[src/rtl/acc_pkg.sv]
// acc_pkg: shared encodings and ICB constants for the accelerator datapath engines.
package acc_pkg;
    typedef enum logic [1:0] {IDLE, RUN, DRAIN, DONE} state_e;
    localparam int         ICB_WORD_BYTES = 4;
    localparam logic [3:0] ICB_FULL_WMASK = 4'hF;
endpackage

[src/rtl/icb_burst_master.sv]
// icb_burst_master: sequential 32-bit ICB initiator with a read stream out and a write stream in.
// Define ICB_MASTER_ERR_ABORT_EN to stop issuing on an error response and expose err_flag.
module icb_burst_master
    import acc_pkg::*;
#(
    parameter int LEN_W   = 16,
    parameter int MAX_OST = 4
) (
    input  logic             clk,
    input  logic             rst_n,
    input  logic             req_valid,
    output logic             req_ready,
    input  logic             req_read,
    input  logic [31:0]      req_addr,
    input  logic [LEN_W-1:0] req_len,
    input  logic             wr_valid,
    output logic             wr_ready,
    input  logic [31:0]      wr_data,
    output logic             rd_valid,
    input  logic             rd_ready,
    output logic [31:0]      rd_data,
    output logic             done,
`ifdef ICB_MASTER_ERR_ABORT_EN
    output logic             err_flag,
`endif
    output logic             icb_cmd_valid,
    input  logic             icb_cmd_ready,
    output logic             icb_cmd_read,
    output logic [31:0]      icb_cmd_addr,
    output logic [31:0]      icb_cmd_wdata,
    output logic [3:0]       icb_cmd_wmask,
    input  logic             icb_rsp_valid,
    output logic             icb_rsp_ready,
    input  logic [31:0]      icb_rsp_rdata,
    input  logic             icb_rsp_err
);
    state_e           state_q, state_d;
    logic [31:0]      base_q;
    logic [LEN_W-1:0] len_q, issued_q, issued_d;
    logic [3:0]       ost_q, ost_d;
    logic             dir_read_q, abort_q, live_q, req_ready_q, done_q;
    logic             cmd_valid_q, cmd_valid_d, cmd_read_q;
    logic [31:0]      cmd_addr_q, cmd_wdata_q;
    logic [3:0]       cmd_wmask_q;
    logic             busy, req_fire, cmd_fire, rsp_fire, err_hit, stop, room, load;

    assign busy     = state_q != IDLE;
    assign req_fire = req_valid & req_ready_q;
    assign cmd_fire = cmd_valid_q & icb_cmd_ready;
    assign rsp_fire = icb_rsp_valid & icb_rsp_ready;
    assign stop     = abort_q | err_hit;
    // The word parked in the cmd register will become outstanding, so it counts against the limit.
    assign room     = ({1'b0, ost_q} + 5'(cmd_valid_q)) < 5'(MAX_OST);
    assign load     = (state_q == RUN) & (issued_q != len_q) & (~cmd_valid_q | icb_cmd_ready) &
                      room & (dir_read_q | wr_valid) & ~stop;

    assign ost_d       = ost_q + 4'(cmd_fire) - 4'(rsp_fire & busy);
    assign issued_d    = req_fire ? '0 : issued_q + LEN_W'(load);
    assign cmd_valid_d = load | (cmd_valid_q & ~icb_cmd_ready);

    always_comb begin
        state_d = state_q == IDLE  ? (req_fire ? (req_len == '0 ? DONE : RUN) : IDLE) :
                  state_q == RUN   ? ((issued_d == len_q || stop) ? DRAIN : RUN) :
                  state_q == DRAIN ? ((ost_d == '0 && !cmd_valid_d) ? DONE : DRAIN) :
                                     IDLE;
    end

    always_ff @(posedge clk or negedge rst_n) begin
        if (!rst_n) begin
            state_q     <= IDLE;
            base_q      <= '0;
            len_q       <= '0;
            issued_q    <= '0;
            ost_q       <= '0;
            dir_read_q  <= 1'b0;
            abort_q     <= 1'b0;
            live_q      <= 1'b0;
            req_ready_q <= 1'b0;
            done_q      <= 1'b0;
            cmd_valid_q <= 1'b0;
            cmd_read_q  <= 1'b0;
            cmd_addr_q  <= '0;
            cmd_wdata_q <= '0;
            cmd_wmask_q <= '0;
        end else begin
            state_q     <= state_d;
            live_q      <= 1'b1;
            req_ready_q <= state_d == IDLE;
            done_q      <= state_d == DONE;
            issued_q    <= issued_d;
            ost_q       <= ost_d;
            cmd_valid_q <= cmd_valid_d;
            abort_q     <= req_fire ? 1'b0 : (abort_q | err_hit);
            if (req_fire) begin
                base_q     <= req_addr;
                len_q      <= req_len;
                dir_read_q <= req_read;
            end
            if (load) begin
                cmd_read_q  <= dir_read_q;
                cmd_addr_q  <= base_q + 32'(issued_q) * 32'(ICB_WORD_BYTES);
                cmd_wdata_q <= dir_read_q ? '0 : wr_data;
                cmd_wmask_q <= ICB_FULL_WMASK;
            end
        end
    end

`ifdef ICB_MASTER_ERR_ABORT_EN
    logic err_flag_q;
    assign err_hit  = rsp_fire & busy & icb_rsp_err;
    assign err_flag = err_flag_q;
    always_ff @(posedge clk or negedge rst_n) begin
        if (!rst_n) err_flag_q <= 1'b0;
        else        err_flag_q <= req_fire ? 1'b0 : (err_flag_q | err_hit);
    end
`else
    logic unused_err;
    assign unused_err = icb_rsp_err;
    assign err_hit    = 1'b0;
`endif

    assign req_ready     = req_ready_q;
    assign done          = done_q;
    assign wr_ready      = load & ~dir_read_q;
    assign icb_cmd_valid = cmd_valid_q;
    assign icb_cmd_read  = cmd_read_q;
    assign icb_cmd_addr  = cmd_addr_q;
    assign icb_cmd_wdata = cmd_wdata_q;
    assign icb_cmd_wmask = cmd_wmask_q;
    // Stray responses outside a burst are swallowed; reads otherwise follow the consumer.
    assign icb_rsp_ready = live_q & (~busy | ~dir_read_q | rd_ready);
    assign rd_valid      = dir_read_q & busy & icb_rsp_valid;
    assign rd_data       = rd_valid ? icb_rsp_rdata : '0;
endmodule
[config.mk]
export PLATFORM = sky130hd
export DESIGN_NAME = icb_burst_master
export DESIGN_NICKNAME = d
export VERILOG_FILES = /design/src/rtl/acc_pkg.sv /design/src/rtl/icb_burst_master.sv
export SDC_FILE = /design/constraint.sdc
export NUM_CORES = 1
export LEC_CHECK = 0
export BUFFER_PORTS_ARGS = -buffer_cell sky130_fd_sc_hd__buf_2
export CORE_ASPECT_RATIO = 1.4
export CORE_MARGIN = 2
export CORE_UTILIZATION = 55
export DETAILED_ROUTE_END_ITERATION = 16
export PLACE_DENSITY = 0.84
export SLEW_MARGIN = 30
export SYNTH_ARGS = -nofsm -noshare
export SYNTH_HDL_FRONTEND = slang
export SYNTH_SLANG_ARGS = --single-unit
[constraint.sdc]
create_clock -name clk -period 5.86 [get_ports clk]
set_input_delay 1.172 -clock clk [delete_from_list [all_inputs] [get_ports clk]]
set_output_delay 1.172 -clock clk [all_outputs]
set_load 0.02 [all_outputs]
== Word level (Yosys, flattened, before mapping) ==
Cells that the tools add are included.

* Equality and inequality tests: 5
* Reductions and logical operators: 8
* Magnitude comparators: 1
* Add/sub/neg operators: 5
* Bitwise gates (word level): 24
* Multiplexer cells: 11

{| class="wikitable"
|+ Operators by type and width
! operator !! count
|-
| 32-bit two-way mux || 2
|-
| 32-bit by 18-bit adder with 32-bit output || 1
|-
| 16-bit by 1-bit adder with 16-bit output || 1
|-
| 16-bit == test || 1
|-
| 16-bit zero test || 1
|-
| 16-bit two-way mux || 1
|-
| 16-bit != test || 1
|-
| 1-bit bitwise AND || 14
|-
| 2-bit two-way mux || 6
|-
| 4-bit by 1-bit adder with 5-bit output || 1
|-
| 5-bit by 3-bit less-than comparator with 1-bit output (second input constant) || 1
|-
| 1-bit inverter || 5
|-
| 1-bit bitwise OR || 5
|-
| 4-bit by 1-bit adder with 4-bit output || 1
|-
| 2-bit == test (second input constant) || 2
|-
| 2-bit zero test || 2
|-
| 4-bit zero test || 1
|-
| 4-bit by 1-bit subtractor with 4-bit output || 1
|-
| 2-bit by 1-bit == test with 1-bit output (second input constant) || 1
|-
| 1-bit two-way mux || 2
|-
| 2-bit nonzero test || 1
|-
| 1-bit logical AND || 1
|-
| 1-bit zero test || 1
|-
| 1-bit logical OR || 1
|}

* Logic and storage cells: 69
* Bits in registers: 142
* Bits of input ports: 121

== Longest topological paths before layout ==
* Depth after elaboration: 15
* Depth in mapped cells: 16
* Mapped depth without buffers: 14

== Least setup slack after synthesis ==
Ideal clock, no wire load.

* Path type: input -> register
* Start point: input icb_cmd_ready
* End point: register state_q[0]
* Slack: 1.614 ns
* Data required time: 5.721 ns
* Path buffers: 1
* Data arrival time: 4.107 ns
* Stages: 14
* Cells stage by stage: nand2b_1 o211a_1 nand4_1 inv_1 buf_1 ha_1 ha_1 nand4_2 or4_1 a21oi_1 xor2_1 nor4_1 nor4b_2 a221oi_2

* Word-level cells in the longest chain between the ends: 12
* Elaborated cells on any way between the ends: 23
* Classes of those cells: add/sub: 3; eq/ne: 1; mux: 6; bitwise: 9; reduce/logical: 4

{| class="wikitable"
|+ Ends and longest elaborated chain
! what !! RTL line !! text
|-
| start: declaration || icb_burst_master.sv:27 || <nowiki>input logic icb_cmd_ready,</nowiki>
|-
| 1-bit bitwise OR || icb_burst_master.sv:54 || <nowiki>assign load = (state_q == RUN) & (issued_q != len_q) & (~cmd_valid_q | icb_cmd_ready) &</nowiki>
|-
| 1-bit bitwise AND (2 in series) || icb_burst_master.sv:54 ||
|-
| 1-bit bitwise AND (2 in series) || icb_burst_master.sv:55 || <nowiki>room & (dir_read_q | wr_valid) & ~stop;</nowiki>
|-
| 16-bit by 1-bit adder with 16-bit output || icb_burst_master.sv:58 || <nowiki>assign issued_d = req_fire ? '0 : issued_q + LEN_W'(load);</nowiki>
|-
| 16-bit two-way mux || icb_burst_master.sv:58 ||
|-
| net issued_d[12] || icb_burst_master.sv:39 || <nowiki>logic [LEN_W-1:0] len_q, issued_q, issued_d;</nowiki>
|-
| 16-bit == test || icb_burst_master.sv:63 || <nowiki>state_q == RUN ? ((issued_d == len_q || stop) ? DRAIN : RUN) :</nowiki>
|-
| 1-bit logical OR || icb_burst_master.sv:63 ||
|-
| 2-bit two-way mux (2 in series) || icb_burst_master.sv:63 ||
|-
| 2-bit two-way mux || icb_burst_master.sv:62 || <nowiki>state_d = state_q == IDLE ? (req_fire ? (req_len == '0 ? DONE : RUN) : IDLE) :</nowiki>
|-
| net state_d[0] || icb_burst_master.sv:37 || <nowiki>state_e state_q, state_d;</nowiki>
|-
| end signal: assignment || icb_burst_master.sv:86 || <nowiki>state_q <= state_d;</nowiki>
|-
| end: declaration || icb_burst_master.sv:37 ||
|}

The timed path passes the listed nets, and every way through them passes these cells.
A chain may end at the register's enable or synchronous reset.

== Worst setup path in the final report ==
* Start point: input icb_cmd_ready
* End point: register state_q[1]

Same word-level chain as after synthesis.

==> results.toml <==
[synthesis]
netlist_top_cells_area = "dfrtp_1 46%, nand2_1 12%, ha_1 4.1%"
yosys.cell_types.count = 69
ys_seq_area_frac = 0.465
syn_nets = 1005
synth-edff-count = 0
yosysWarnings = 0
synth_area_sq_mm = 0.00759
synthCells = 857
synth_top_area_frac = 0.465
synthTopCellsByCount = "251 x nand2_1, 141 x dfrtp_1, 46 x nand3_1"
ys_ff_latch = 141
yosysTopAreaCell = "dfrtp_1"
async_flop_share = 1.00
synth.avg_cell_area_sq_um = 8.86
synthFlopType = "dfrtp_1"
synth_most_common_cell = "nand2_1"

[pwr]
p_leak_nw = 5.02
vdd_drop_max_mv = 0.273
internal_power_mw = 2.75
seqPwrFrac = 0.357
clockPowerShare = 0.235
p_per_area_mw_per_mm2 = 499
p_switching_mw = 1.95
combinationalPowerShare = 0.408
swShare = 0.415

[route]
drcViolationCount = 0
post_drt_via_cell_ratio = 5.41
wire_per_inst_um = 15.3
drtAntennaViolNets = 0
drtPass1Iterations = 5
num_vias = 6798
routed_wl_um = 19200
drtIter0Drc = 415

[sta]
rsz0062_at_grt = "no"
slew_headroom = 0.368
skew_ns = 0.00944
min_period_over_period = 0.698
maxSlewViolCount = 0
setup_viol = 0
tightest_slew_ns = 0.948
hold_violations = 0
max_freq_mhz = 244
tns_ns = 0
min_period_ns = 4.09

[placement]
place.gp.congestion = 0.908
io_buffer_count = 226
detailedPlacementHpwl_um = 13800

[worst_hold_path]
hold_depth = 2
min_path_type = "reg -> reg"
hold_start = "icb_cmd_wdata[18]"
holdPathEnd = "icb_cmd_wdata[18]"

[finish]
area_growth_pct = 24.3
antenna_cells = 0
fill_cells = 1086
drive_gt1_frac = 0.265
finish.utilization = 0.702
fin_nets = 1210

[grt]
grt_antenna_before_repair = 0
grt_pass1_vias = 6444
grt_pass1_wl_um = 30200
grt_usage = 0.262
globalRoute.totalOverflow = 0
grt_max_degree = 98

[clock_network]
cts_tree = "done"
holdBufCountCts = 0
worstSkewPairLatency_ns = 0.42
h-tree-depth = 4
cts_root_buffer = "clkbuf_16"
cts_made_buffers = 17
cts_resized = 0
path_clk_slew_ns = 0.06
post-cts-setup-buffer-count = 0
cts.path.max_buffers = 2
cts.sinks = 141

[worst_setup_path]
cp_max_fo = 42
cp.required_ns = 6.22
r2r_cells = 14
r2r_slack_ns = 1.82
reg2reg_to = "state_q[1]"
critPathLaunchType = "input pin"
critPathKind = "in -> reg"
startpoint = "icb_cmd_ready"
critPathCaptureType = "register"
r2r_start = "issued_q[2]"
worstPathArrival_ns = 4.45

[floorplan]
die_w_um = 103
core_sq_mm = 0.0135
dieArea_sq_mm = 0.0148
ios = 228
num_rows = 50
start_util = 0.565
dieHeight_um = 143

[status]
status = "finished clean"

[run]
maxCapViolations = 0
-- metrics by stage --
stage | power [mW] | hold slack, ns | instance area, sq um | std cells | worst slack [ns]
after floorplan | 3.01 | 0.439 | 7590 | 857 | 1.61
after global placement | 3.53 | 0.445 | 8800 | 1224 | 1.41
after detailed placement | 3.61 | 0.450 | 8800 | 1224 | 1.38
after CTS | 4.73 | 0.463 | 9420 | 1256 | 1.78
after global routing | 5.04 | 0.482 | 9440 | 1257 | 1.57
final | 4.71 | 0.459 | 9440 | 1257 | 1.77
-- flip-flops by register name, summed over array words and instances, names as in the netlist --
name and cells:
base_q 32, dir_read_q 1, done 1, icb_cmd_addr 32
icb_cmd_read 1, icb_cmd_valid 1, icb_cmd_wdata 32, icb_cmd_wmask 1
issued_q 16, len_q 16, live_q 1, ost_q 4
req_ready 1, state_q 2
-- routing by layer --
layer,up-vias,global-route usage,part of all wire
met4,0,0.123,0.032
li1,3318,-,-
met5,-,0,0
met2,266,0.449,0.52
met3,50,0.0436,0.053
met1,3164,0.317,0.39
-- worst max-delay path, stage by stage --
cell,delay (ns)
buf_2,0.08
nand2b_1,0.11
o211a_1,0.17
nand4_1,0.12
inv_1,0.10
buf_4,0.41
ha_1,0.33
nand3_4,0.13
or3_4,0.42
or4_4,0.53
a21oi_4,0.19
xor2_2,0.10
nor4b_2,0.40
a21o_1,0.17
-- kinds of logic after synthesis --
group,after synthesis,synth area share
simple gates,429,0.268
flops,141,0.465
compound gates,137,0.119
buf+inv,70,0.0392
xor+xnor,48,0.0573
fa+ha+maj,27,0.0465
mux,4,0.00560
other cells,1,0.000494
-- placed cells by master, fill, tap and decap left out, drive strengths merged, types with 4 or more instances in the layout --
cell type	count
a211oi	6
a21o	9
a21oi	26
a31oi	4
and2	38
and3	9
buf	232
clkbuf	17
clkinv	5
dfrtp	141
ha	25
inv	28
nand2	252
nand2b	10
nand3	48
nand4	11
nor2	14
nor3	9
nor4	12
o211ai	5
o21a	9
o21ai	44
o31a	8
o31ai	4
or3	5
or4	8
xnor2	12
xor2	36
-- layout make-up --
type	count	area (sq um)	area share
flip-flops and latches	141	3530	0.374
clock buffers	17	425	0.0451
repair buffers	232	1200	0.127
inverters	24	90.1	0.00954
clock inverters	15	186	0.0197
well taps	182	228	0.0241
multi-input cells	646	3780	0.401
-- power groups by stage --
stage / clock [mW] / sequential [mW] / combinational (mW)
global route: 1.17 / 1.73 / 2.14
CTS: 1.12 / 1.67 / 1.94
finish: 1.11 / 1.68 / 1.92
global placement: 0 / 1.67 / 1.86
floorplan: 0 / 1.84 / 1.17
detailed placement: 0 / 1.69 / 1.92
-- worst max path at each step --
stage / end / depth (start not counted)
after global routing: state_q[1] / 14
after floorplan: state_q[0] / 14
final: state_q[1] / 14
after global placement: state_q[0] / 14
after CTS: state_q[0] / 14
after detailed placement: state_q[0] / 14
No activity file was read; power rests on OpenSTA's default activity.
